--- config.mk ---
export PLATFORM = sky130hd
export DESIGN_NAME = noc_link_receiver
export DESIGN_NICKNAME = d
export VERILOG_FILES = /design/src/rtl/noc_pkg.sv /design/src/rtl/noc_flit_fifo.sv /design/src/rtl/noc_link_receiver.sv
export SDC_FILE = /design/constraint.sdc
export NUM_CORES = 1
export LEC_CHECK = 0
export CORE_MARGIN = 2
export CORE_UTILIZATION = 51
export DETAILED_ROUTE_END_ITERATION = 12
export PLACE_DENSITY = 0.87
export SLEW_MARGIN = 20
export SYNTH_ARGS = -nofsm -noshare
export SYNTH_HDL_FRONTEND = slang
export SYNTH_SLANG_ARGS = --single-unit
--- constraint.sdc ---
create_clock -name clk_noc -period 3 [get_ports clk_noc]
set_input_delay 0.6 -clock clk_noc [delete_from_list [all_inputs] [get_ports clk_noc]]
set_output_delay 0.6 -clock clk_noc [all_outputs]
set_load 0.01 [all_outputs]
--- src/rtl/noc_pkg.sv ---
// Shared types for the NoC link receiver: flit word layout and framing FSM states.
// Latency: n/a (types and constants only).
// Backpressure: n/a.
//
// The flit struct is sized by the package widths below; the receiver's
// FLIT_WIDTH / DEST_WIDTH parameters default to these and must stay equal.
package noc_pkg;

    localparam int NOC_FLIT_WIDTH   = 64;
    localparam int NOC_DEST_WIDTH   = 6;
    localparam int NOC_BUFFER_DEPTH = 4;

    typedef struct packed {
        logic [NOC_FLIT_WIDTH-1:0] data;
        logic [NOC_DEST_WIDTH-1:0] dest;
        logic                      tail;
    } noc_flit_t;

    typedef enum logic {
        RX_IDLE   = 1'b0,
        RX_IN_PKT = 1'b1
    } rx_state_e;

endpackage

--- src/rtl/noc_flit_fifo.sv ---
// Flit buffer: DEPTH-entry circular FIFO with registered storage, no bypass.
// Latency: a push in cycle N is visible at the head (pop_vld) in cycle N+1.
// Backpressure: push accepted when not full or when a pop happens the same cycle.
//
// Ports:
//   clk, rst              clock, synchronous active-high reset
//   push_vld / push_dat   write request and word
//   push_acc              write actually taken this cycle
//   pop_rdy               consumer accepts the head word
//   pop_vld / pop_dat     head word present / head word
//   pop_fire              head word consumed this cycle
//   full, count           occupancy status
module noc_flit_fifo #(
    parameter int  WIDTH = 8,
    parameter int  DEPTH = 4,
    localparam int PTR_W = (DEPTH > 1) ? $clog2(DEPTH) : 1,
    localparam int CNT_W = $clog2(DEPTH + 1)
) (
    input  logic             clk,
    input  logic             rst,
    input  logic             push_vld,
    input  logic [WIDTH-1:0] push_dat,
    output logic             push_acc,
    input  logic             pop_rdy,
    output logic             pop_vld,
    output logic [WIDTH-1:0] pop_dat,
    output logic             pop_fire,
    output logic             full,
    output logic [CNT_W-1:0] count
);

    logic [WIDTH-1:0] mem [DEPTH];
    logic [PTR_W-1:0] wr_ptr;
    logic [PTR_W-1:0] rd_ptr;

    // Explicit wrap so non-power-of-2 depths work.
    function automatic logic [PTR_W-1:0] ptr_inc(input logic [PTR_W-1:0] p);
        return (p == PTR_W'(DEPTH - 1)) ? '0 : p + PTR_W'(1);
    endfunction

    assign full     = (count == CNT_W'(DEPTH));
    assign pop_vld  = (count != '0);
    assign pop_fire = pop_vld && pop_rdy;
    // When full, the slot being read this cycle is the one being written,
    // so a concurrent pop frees room for the push.
    assign push_acc = push_vld && (!full || pop_fire);
    // Storage is cleared on reset so the head reads 0 out of reset and stays
    // stable while empty.
    assign pop_dat  = mem[rd_ptr];

    always_ff @(posedge clk) begin
        if (rst) begin
            for (int i = 0; i < DEPTH; i++) begin
                mem[i] <= '0;
            end
        end else if (push_acc) begin
            mem[wr_ptr] <= push_dat;
        end
    end

    always_ff @(posedge clk) begin
        if (rst) begin
            wr_ptr <= '0;
            rd_ptr <= '0;
            count  <= '0;
        end else begin
            if (push_acc) begin
                wr_ptr <= ptr_inc(wr_ptr);
            end
            if (pop_fire) begin
                rd_ptr <= ptr_inc(rd_ptr);
            end
            case ({push_acc, pop_fire})
                2'b10:   count <= count + CNT_W'(1);
                2'b01:   count <= count - CNT_W'(1);
                default: count <= count;
            endcase
        end
    end

endmodule

--- src/rtl/noc_link_receiver.sv ---
// Credit-based inter-router link receiver: buffers flits and re-presents them as a valid/ready stream.
// Latency: send_in in N -> flit_valid in N+1 (if empty); pop in N -> credit_out pulse in N+1.
// Backpressure: flit_ready low holds the head; upstream is throttled by withheld credits, excess flits are dropped and flagged.
//
// Ports:
//   clk_noc, rst_noc_sync                     clock, synchronous active-high reset
//   data_in, dest_in, is_tail_in, send_in     flit from the router output port
//   credit_out                                one pulse per freed buffer slot
//   flit_valid/ready/data/dest/tail           head flit stream
//   overflow_err, framing_err                 sticky error flags (cleared by reset only)
//   flit_count, pkt_count                     pop statistics, only with NOC_LINK_RX_STATS_EN
//
// Optional feature macro: NOC_LINK_RX_STATS_EN adds the flit/packet pop counters.
module noc_link_receiver
    import noc_pkg::*;
#(
    parameter int FLIT_WIDTH        = NOC_FLIT_WIDTH,
    parameter int DEST_WIDTH        = NOC_DEST_WIDTH,
    parameter int FLIT_BUFFER_DEPTH = NOC_BUFFER_DEPTH
) (
    input  logic                  clk_noc,
    input  logic                  rst_noc_sync,
    input  logic [FLIT_WIDTH-1:0] data_in,
    input  logic [DEST_WIDTH-1:0] dest_in,
    input  logic                  is_tail_in,
    input  logic                  send_in,
    output logic                  credit_out,
    output logic                  flit_valid,
    input  logic                  flit_ready,
    output logic [FLIT_WIDTH-1:0] flit_data,
    output logic [DEST_WIDTH-1:0] flit_dest,
    output logic                  flit_tail,
    output logic                  overflow_err,
    output logic                  framing_err
`ifdef NOC_LINK_RX_STATS_EN
    ,
    output logic [31:0]           flit_count,
    output logic [31:0]           pkt_count
`endif
);

    localparam int CNT_W = $clog2(FLIT_BUFFER_DEPTH + 1);

    noc_flit_t        push_flit;
    noc_flit_t        head_flit;
    logic             push_acc;
    logic             pop_fire;
    logic             fifo_full;
    logic [CNT_W-1:0] fifo_count;

    assign push_flit.data = data_in;
    assign push_flit.dest = dest_in;
    assign push_flit.tail = is_tail_in;

    noc_flit_fifo #(
        .WIDTH ($bits(noc_flit_t)),
        .DEPTH (FLIT_BUFFER_DEPTH)
    ) u_fifo (
        .clk      (clk_noc),
        .rst      (rst_noc_sync),
        .push_vld (send_in),
        .push_dat (push_flit),
        .push_acc (push_acc),
        .pop_rdy  (flit_ready),
        .pop_vld  (flit_valid),
        .pop_dat  (head_flit),
        .pop_fire (pop_fire),
        .full     (fifo_full),
        .count    (fifo_count)
    );

    assign flit_data = head_flit.data;
    assign flit_dest = head_flit.dest;
    assign flit_tail = head_flit.tail;

    // Credit return: exactly one registered pulse per pop. Buffered flits lost
    // to reset return nothing; the transmitter restores its own credits.
    always_ff @(posedge clk_noc) begin
        if (rst_noc_sync) begin
            credit_out <= 1'b0;
        end else begin
            credit_out <= pop_fire;
        end
    end

    // Framing FSM tracks packets on the accepted-push side only, so dropped
    // overflow flits never move it.
    rx_state_e             state_q;
    rx_state_e             state_nxt;
    logic [DEST_WIDTH-1:0] pkt_dest_q;
    logic [DEST_WIDTH-1:0] pkt_dest_nxt;
    logic                  frame_bad;

    always_ff @(posedge clk_noc) begin
        if (rst_noc_sync) begin
            state_q    <= RX_IDLE;
            pkt_dest_q <= '0;
        end else begin
            state_q    <= state_nxt;
            pkt_dest_q <= pkt_dest_nxt;
        end
    end

    always_comb begin
        state_nxt    = state_q;
        pkt_dest_nxt = pkt_dest_q;
        frame_bad    = 1'b0;
        if (push_acc) begin
            case (state_q)
                RX_IDLE: begin
                    if (!is_tail_in) begin
                        state_nxt    = RX_IN_PKT;
                        pkt_dest_nxt = dest_in;
                    end
                end
                RX_IN_PKT: begin
                    // Mismatched flit is still stored; only the flag records it.
                    frame_bad = (dest_in != pkt_dest_q);
                    if (is_tail_in) begin
                        state_nxt = RX_IDLE;
                    end
                end
                default: state_nxt = RX_IDLE;
            endcase
        end
    end

    always_ff @(posedge clk_noc) begin
        if (rst_noc_sync) begin
            overflow_err <= 1'b0;
            framing_err  <= 1'b0;
        end else begin
            if (send_in && !push_acc) begin
                overflow_err <= 1'b1;
            end
            if (frame_bad) begin
                framing_err <= 1'b1;
            end
        end
    end

`ifdef NOC_LINK_RX_STATS_EN
    always_ff @(posedge clk_noc) begin
        if (rst_noc_sync) begin
            flit_count <= '0;
            pkt_count  <= '0;
        end else if (pop_fire) begin
            flit_count <= flit_count + 32'd1;
            if (head_flit.tail) begin
                pkt_count <= pkt_count + 32'd1;
            end
        end
    end
`endif

endmodule

; ---- Word-level counts from Yosys, hierarchy flattened
; Memories as Yosys holds them, arrays and structs flattened. A register that Yosys moved wholly into a read port is not among the register bits.
; Cells that the tools add are included.
[totals]
mem_count = 1
regBits = 17
in_bits = 75
ram_bits = 284
[memory_table]
columns = memory, words, width, read_ports, rd_ports_with_merged_regs, wr, line_no
row1 = u_fifo.mem, 4, 71, 1, 1, 4, noc_flit_fifo.sv:32  ; logic [WIDTH-1:0] mem [DEPTH];
[op_classes]
n_eq_ne = 6
n_addsub = 4
bitwise = 2
n_reduce_logical = 10
mux = 16
[op_table]
columns = operator, n
row1 = $mux 71, 1
row2 = $reduce_or 71->1, 1
row3 = $mux 2, 5
row4 = $mux 1, 9
row5 = $eq 2x2->1 const B, 3
row6 = $ne 6x6->1, 1
row7 = $pmux 3 s2, 1
row8 = $add 2x1->2 const B, 2
row9 = $add 3x1->3 const B, 1
row10 = $eq 3x3->1 const B, 1
row11 = $logic_and 1x1->1, 3
row12 = $reduce_and 3->1, 1
row13 = $reduce_bool 3->1, 1
row14 = $sub 3x1->3 const B, 1
row15 = $eq 2x1->1 const B, 1
row16 = $logic_not 1->1, 2
row17 = $not 1->1, 2
row18 = $reduce_bool 2->1, 1
row19 = $logic_or 1x1->1, 1

; ---- Depth between registers and ports, before layout
; Gate-level depths: netlist of run 1.
[logic_depth]
word_depth = 9
depth_mapped = 9
depth_no_buf = 8

; ---- By module
; From an unflattened synthesis of run 1, not the netlist that was laid out.
[hier_totals]
hier_cells = 790
hier_area_um2 = 13334.0
[modules_own_cells]
columns = module, seq_area_each_um2, area_each_um2, cells_per_inst, n_inst
row1 = noc_flit_fifo, 8708.4, 12922.4, 750, 1
row2 = noc_link_receiver, 200.2, 411.6, 40, 1

; ---- Worst setup path after synthesis of run 1
; OpenSTA, ideal clock, no wires.
[synth_timing]
kind = input-to-reg
start = in rst_noc_sync
end = mem u_fifo.mem[3][0] in the netlist's numbering (enable)
setup_time_ns = 0.433
n_path_buf = 2
stages = 3
arrival_time_ns = 2.654
path_slack_ns = -0.087
path_cell_list = clkbuf_1 -> clkbuf_1 -> a41o_1
[synth_lines]
columns = item, line_no
row1 = start: declaration, noc_link_receiver.sv:22  ; input logic rst_noc_sync,
row2 = end: declaration, noc_flit_fifo.sv:32

==> results.toml, run 1 <==
[setup_path]
cp-end-kind = "primary output"
path_cells = "buf_12 -> buf_12 -> mux4_2 -> clkdlybuf4s50_1"
cp_common_cell = "buf_12"
start_kind = "flip-flop"
max_stage_delay_ns = 0.52
cp_slowest_cell = "mux4_2"
cp.required_ns = 2.40
critPathTopFamily = "buffers and inverters"
critPathBufInv = 3
path_class = "flip-flop to primary output"
crit_fanout = 12
arrival_ns = 2.32

[synthesis]
ys_types = 34
synth_seq_area_share_pct = 68.04
synth_area_leader_cell = "edfxtp_1"
synthXorXnorAreaFrac_pct = 0.5352
syn-num-nets = 865
synthTopCellsByArea = "edfxtp_1, and2_1, mux4_2"
syn_area_um2 = 13090
synth_compound_area_share_pct = 0.6881
ys_warn_count = 0
yosys.area_share.simple_pct = 15.90
yosys-mux-area-fraction_pct = 12.75
ys.flop_type = "edfxtp_1"
synth_top_area_share_pct = 65.14
synth-async-reset-ratio_pct = 0
synth_top_family_by_area = "simple AND/OR/NAND/NOR gates"
syn_inst = 786
synth.avg_cell_area_um2 = 16.66
synth-edff-count = 284
synth_seq_cells = 303
synthTopCellsByCount = "and2_1, edfxtp_1, mux4_2"
synthAdderAreaFrac_pct = 0.4396

[timing]
rsz0062_at_grt = "false"
slew_headroom_pct = 48.29
final_hold_viol_count = 0
finClkSkew_ns = 0.006652
tightest_slew_ns = 0.7756
post-route-min-period_ns = 2.923
finalSetupViolCount = 0
fin_tns_setup_ns = 0
fmaxAchievable_mhz = 342.1
finalMaxSlewViolations = 0
fin_crit_sh_pct = 97.43

[grt]
grt_pass1_vias = 7537
grt_pass1_wl_um = 42110
grt_max_degree = 72
grt.overflow.total = 0
grt_util_all_layers_pct = 20.73
grt_antenna_before_repair = 1

[place]
gp_congestion = 0.7514
place_inst = 1245
dp_hpwl_um = 15930
portBuffers = 149

[pwr]
p_per_area_nw_per_um2 = 716.1
power_leakage_nw = 5.960
swShare_pct = 23.97
p_sw_mw = 2.818
ir_worst_vdd_v = 0.0005682
internal_power_mw = 8.938
combPwrFrac_pct = 21.6
total_power_mw = 11.76
power_frac_seq_pct = 43.7
p_clk_share_pct = 34.7

[floorplan]
die_area_um2 = 26970
fp-row-count = 58
core_um2 = 25180
die_w_um = 164.2
pin_count = 150
dieHeight_um = 164.2
initial_core_util_pct = 51.99

[drt]
wl_met3_um = 1749
wl_per_cell_um = 20.98
antenna_left = 0
viasPerCell = 5.490
drtIter0Drc = 513
drt-met1-wl_um = 11230
drtPass1Iterations = 5
vias = 7175
routed.top_layer = "met4"
drc = 0
routed_wl_um = 27420
met2RoutedLength_um = 13860

[clock_tree]
cts.sinks = 303
clockRootBuffer = "clkbuf_16"
cts_tree = "done"
clkSlewWorstSetupHoldPaths_ns = 0.06
clock_latency_ns = 0.55
ctsHoldBuffers = 0
numCtsBuffers = 30
cts_buffer_depth = 3
htree_levels = 1

[layout]
syn_to_final_growth_pct = 25.40
stdcell_count = 1307
n_fill_cell = 1725
fin_nets = 1031
drive_gt1_share_pct = 17.11

[min_path]
hold_path_class = "flip-flop to flip-flop"

[run]
drv_cap = 0

[run_status]
status = "finished clean"
==> worst reg2reg max path: stages (launching register included) <==
cell and delay (ns):
dfxtp_1 0.38, or4b_2 0.70, nand2_1 0.10, ha_1 0.18, inv_1 0.06, fa_1 0.37
xor2_1 0.16, or3_1 0.33, a21oi_1 0.16
==> sequential cells by signal, indices dropped and copies added, names as in the netlist, named ones only <==
name / count
u_fifo.mem: 284
pkt_dest_q: 6
u_fifo.count: 3
u_fifo.rd_ptr: 2
u_fifo.wr_ptr: 2
credit_out: 1
framing_err: 1
overflow_err: 1
state_q: 1
==> placed cells by master, fill, tap and decap left out, types with 4 or more instances in the layout <==
cell type | Yosys | final
dlymetal6s2s_1 | 0 | 4
dfxtp_1 | 19 | 17
buf_4 | 1 | 15
nor2_1 | 7 | 7
a21oi_1 | 7 | 7
and2_1 | 284 | 284
xor2_1 | 8 | 8
clkbuf_1 | 40 | 4
clkdlybuf4s50_1 | 0 | 145
edfxtp_1 | 284 | 284
nand2b_1 | 14 | 14
clkinv_2 | 0 | 5
mux2i_1 | 7 | 7
buf_12 | 0 | 17
clkbuf_16 | 0 | 30
inv_1 | 5 | 5
bufinv_16 | 0 | 7
mux4_2 | 71 | 71
==> logic make-up (layout without fill, tap and decap cells) <==
| kind of cell | Yosys count | after routing |
|---|---|---|
| adder cells (fa/ha/maj) | 4 | 4 |
| buffers and inverters | 54 | 244 |
| AND/OR/NAND/NOR | 324 | 324 |
| AO/OA/AOI/OAI | 15 | 15 |
| other | 0 | 1 |
| flip-flops | 303 | 303 |
| XOR/XNOR | 8 | 8 |
| multiplexers | 78 | 78 |
==> what timing repair did <==
action / in CTS / in global routing
resized for setup: 0 / 5
setup endpoints to repair: 60 / 6
hold endpoints to repair: 0 / 0
buffers inserted: 4 / 1
==> power by group through the flow <==
stage / registers, mW / clock network [mW] / logic (mW)
CTS: 5.15 / 4.15 / 2.57
floorplan: 5.15 / 0 / 1.34
detailed placement: 5.27 / 0 / 2.47
finish: 5.14 / 4.08 / 2.53
global route: 5.17 / 4.31 / 2.71
global placement: 5.24 / 0 / 2.43
==> per-layer routing <==
metal	vias up	global-route usage (%)
li1	3243	-
met1	3624	27.70
met2	264	35.55
met3	44	3.258
met4	0	5.742
met5	-	0
==> final cells by class <==
cell class	count	area, um2	area share, %
clock inverter	19	286.5	1.745
antenna	1	2.502	0.01524
multi-input combinational	429	3994	24.33
tap	330	412.9	2.515
clock buffer	37	807.0	4.915
sequential	303	8916	54.31
inverter	5	18.77	0.1143
timing repair buffer	183	1981	12.06
==> stage by stage <==
stage                     setup slack, ns  area [um2]  utilization [%]  hold WS [ns]
final                             0.07722       16420            65.20        0.4779
after global routing             0.007480       16420            65.19        0.5013
after CTS                         0.01719       16390            65.08        0.4849
after detailed placement         -0.09727       15250            60.56        0.4657
after global placement           -0.06275       15250            60.56        0.4604
after floorplan                    0.2893       13090                -        0.4606
==> final timing paths <==
path                         from         endpoint  slack [ns]  cells after the start
hold reg to reg      overflow_err     overflow_err        0.48                      2
hold / removal       overflow_err     overflow_err        0.48                      2
setup reg to reg  u_fifo.count[0]  u_fifo.count[2]        0.49                      8
setup / recovery        flip-flop    flit_data[21]        0.08                      4
Power figures use the tool's default switching activity.
==> run 2: changes to the inputs <==
--- a/config.mk
+++ b/config.mk
@@ -5,11 +5,11 @@
 export SDC_FILE = /design/constraint.sdc
 export NUM_CORES = 1
 export LEC_CHECK = 0
+export CORE_ASPECT_RATIO = 2
 export CORE_MARGIN = 2
 export CORE_UTILIZATION = 51
 export DETAILED_ROUTE_END_ITERATION = 12
 export PLACE_DENSITY = 0.87
-export SLEW_MARGIN = 20
 export SYNTH_ARGS = -nofsm -noshare
 export SYNTH_HDL_FRONTEND = slang
 export SYNTH_SLANG_ARGS = --single-unit
==> constraint.sdc (replaced) <==
create_clock -name clk_noc -period 3 [get_ports clk_noc]
set_input_delay 0.6 -clock clk_noc [delete_from_list [all_inputs] [get_ports clk_noc]]
set_output_delay 0.6 -clock clk_noc [all_outputs]
set_load 0.05 [all_outputs]
==> results.toml, run 2 (synthesis gave the netlist of run 1 again) <==
[place]
place_inst = 1253
dp_hpwl_um = 16030
gp_congestion = 0.7657
portBuffers = 149
dpl_cell_area_um2 = 15050

[clock_tree]
numCtsBuffers = 26
ctsHoldBuffers = 0
clock_latency_ns = 0.52
cts_resized = 0
cts_buffer_depth = 3
cts.sinks = 303
clkSlewWorstSetupHoldPaths_ns = 0.06
htree_levels = 1
cts_tree = "done"
clockRootBuffer = "clkbuf_16"

[drt]
antenna_left = 0
viasPerCell = 5.547
drc = 0
routed_wl_um = 27530
drtIter0Drc = 599
vias = 7261
wl_per_cell_um = 21.03
drtPass1Iterations = 4

[floorplan]
initial_core_util_pct = 51.46
pin_count = 150
fp-row-count = 83
core_um2 = 25440
die_w_um = 117.3
dieHeight_um = 230.6
die_area_um2 = 27050

[setup_path]
rrSetupSlack_ns = 0.48
crit_fanout = 35
path_class = "flip-flop to primary output"
cp.required_ns = 2.40
worst_r2r_endpoint = "u_fifo.count[2]"
start_kind = "flip-flop"
r2r_start = "u_fifo.count[0]"
cp-end-kind = "primary output"
arrival_ns = 2.12
reg2regPathDepth = 8

[timing]
hold_slack_ns = 0.4800
rsz0062_at_grt = "false"
finClkSkew_ns = 0.009252
finalMaxSlewViolations = 0
final_hold_viol_count = 0
fin_crit_sh_pct = 90.67
post-route-min-period_ns = 2.720
slew_headroom_pct = 54.10
tightest_slew_ns = 0.6827
finalSetupViolCount = 0
fmaxAchievable_mhz = 367.6

[layout]
regMostFlops = "u_fifo.mem"
fin_nets = 1029
syn_to_final_growth_pct = 22.42
drive_gt1_share_pct = 23.53
reg_top3 = "u_fifo.mem x284, pkt_dest_q x6, u_fifo.count x3"
final_cell_area_um2 = 16030
stdcell_count = 1309
final_cell_mix = "and2_1, edfxtp_1, buf_4, clkdlybuf4s50_1, mux4_2"
largest_reg_flops = 284
n_fill_cell = 1771
diodes = 0

[min_path]
min_from = "overflow_err"
hold_path_class = "flip-flop to flip-flop"
holdPathStages = 2
hold_end = "overflow_err"

[pwr]
power_frac_seq_pct = 42.8
power_leakage_nw = 5.909
combPwrFrac_pct = 28.3
p_clk_share_pct = 28.9
p_sw_mw = 3.641
internal_power_mw = 8.386
p_per_area_nw_per_um2 = 750.4
swShare_pct = 30.27
ir_worst_vdd_v = 0.0005780

[run]
drv_cap = 0

[grt]
grt_antenna_before_repair = 0
grt_max_degree = 72
grt_pass1_wl_um = 42320
grt_util_all_layers_pct = 20.52
grt.overflow.total = 0
grt_pass1_vias = 7739

[run_status]
status = "finished clean"
run 2: final cells by class:
class / count / area [um2] / area share (%)
Multi-Input combinational cell: 429 / 3994 / 24.92
Sequential cell: 303 / 8916 / 55.63
Inverter: 5 / 18.77 / 0.1171
Clock inverter: 10 / 146.4 / 0.9133
Timing Repair Buffer: 185 / 1784 / 11.13
Clock buffer: 37 / 743.2 / 4.637
Tap cell: 340 / 425.4 / 2.654
run 2: what timing repair did:
| item | CTS | global route |
|---|---|---|
| buffers inserted | 0 | 9 |
| setup endpoints to repair | 0 | 2 |
| endpoints found under the hold margin | 0 | 0 |
run 2: worst max-delay path by stage:
stage,start,endpoint
2_1_floorplan,send_in,u_fifo.mem[0][0]
3_3_place_gp,flit_ready,u_fifo.count[2]
3_5_place_dp,flit_ready,u_fifo.count[2]
4_1_cts,flip-flop,flit_data[32]
5_1_grt,flip-flop,flit_dest[3]
6_report,flip-flop,flit_dest[2]
run 2: per-stage QoR:
stage	setup slack (ns)	setup TNS, ns	utilization, %	total power [mW]
final	0.2798	0	62.99	12.03
after global routing	0.1884	0	62.99	12.45
after CTS	0.05460	0	62.63	12.04
after detailed placement	-0.05033	-0.05033	59.13	8.576
after global placement	-0.01400	-0.01400	59.13	8.509
after floorplan	0.2893	0	-	7.480
run 2: critical path, stage by stage, from the launching register on:
cell and delay, ns:
dfxtp_4 0.72, buf_4 0.30, mux4_2 0.36, buf_4 0.22
run 2: per-layer routing:
layer  share of wire [%]  GRT usage (%)  vias up
met4                 1.3          4.375        0
met2                  52          35.54      292
met5                   0              0        -
met3                 7.3          3.019       33
li1                    -              -     3227
met1                  39          27.42     3709
run 2: power by group through the flow:
stage / sequential (mW) / clock (mW) / combinational, mW
after floorplan: 5.16 / 0 / 2.31
after global placement: 5.25 / 0 / 3.26
after detailed placement: 5.28 / 0 / 3.30
after CTS: 5.19 / 3.53 / 3.32
after global routing: 5.18 / 3.68 / 3.59
final: 5.15 / 3.47 / 3.40
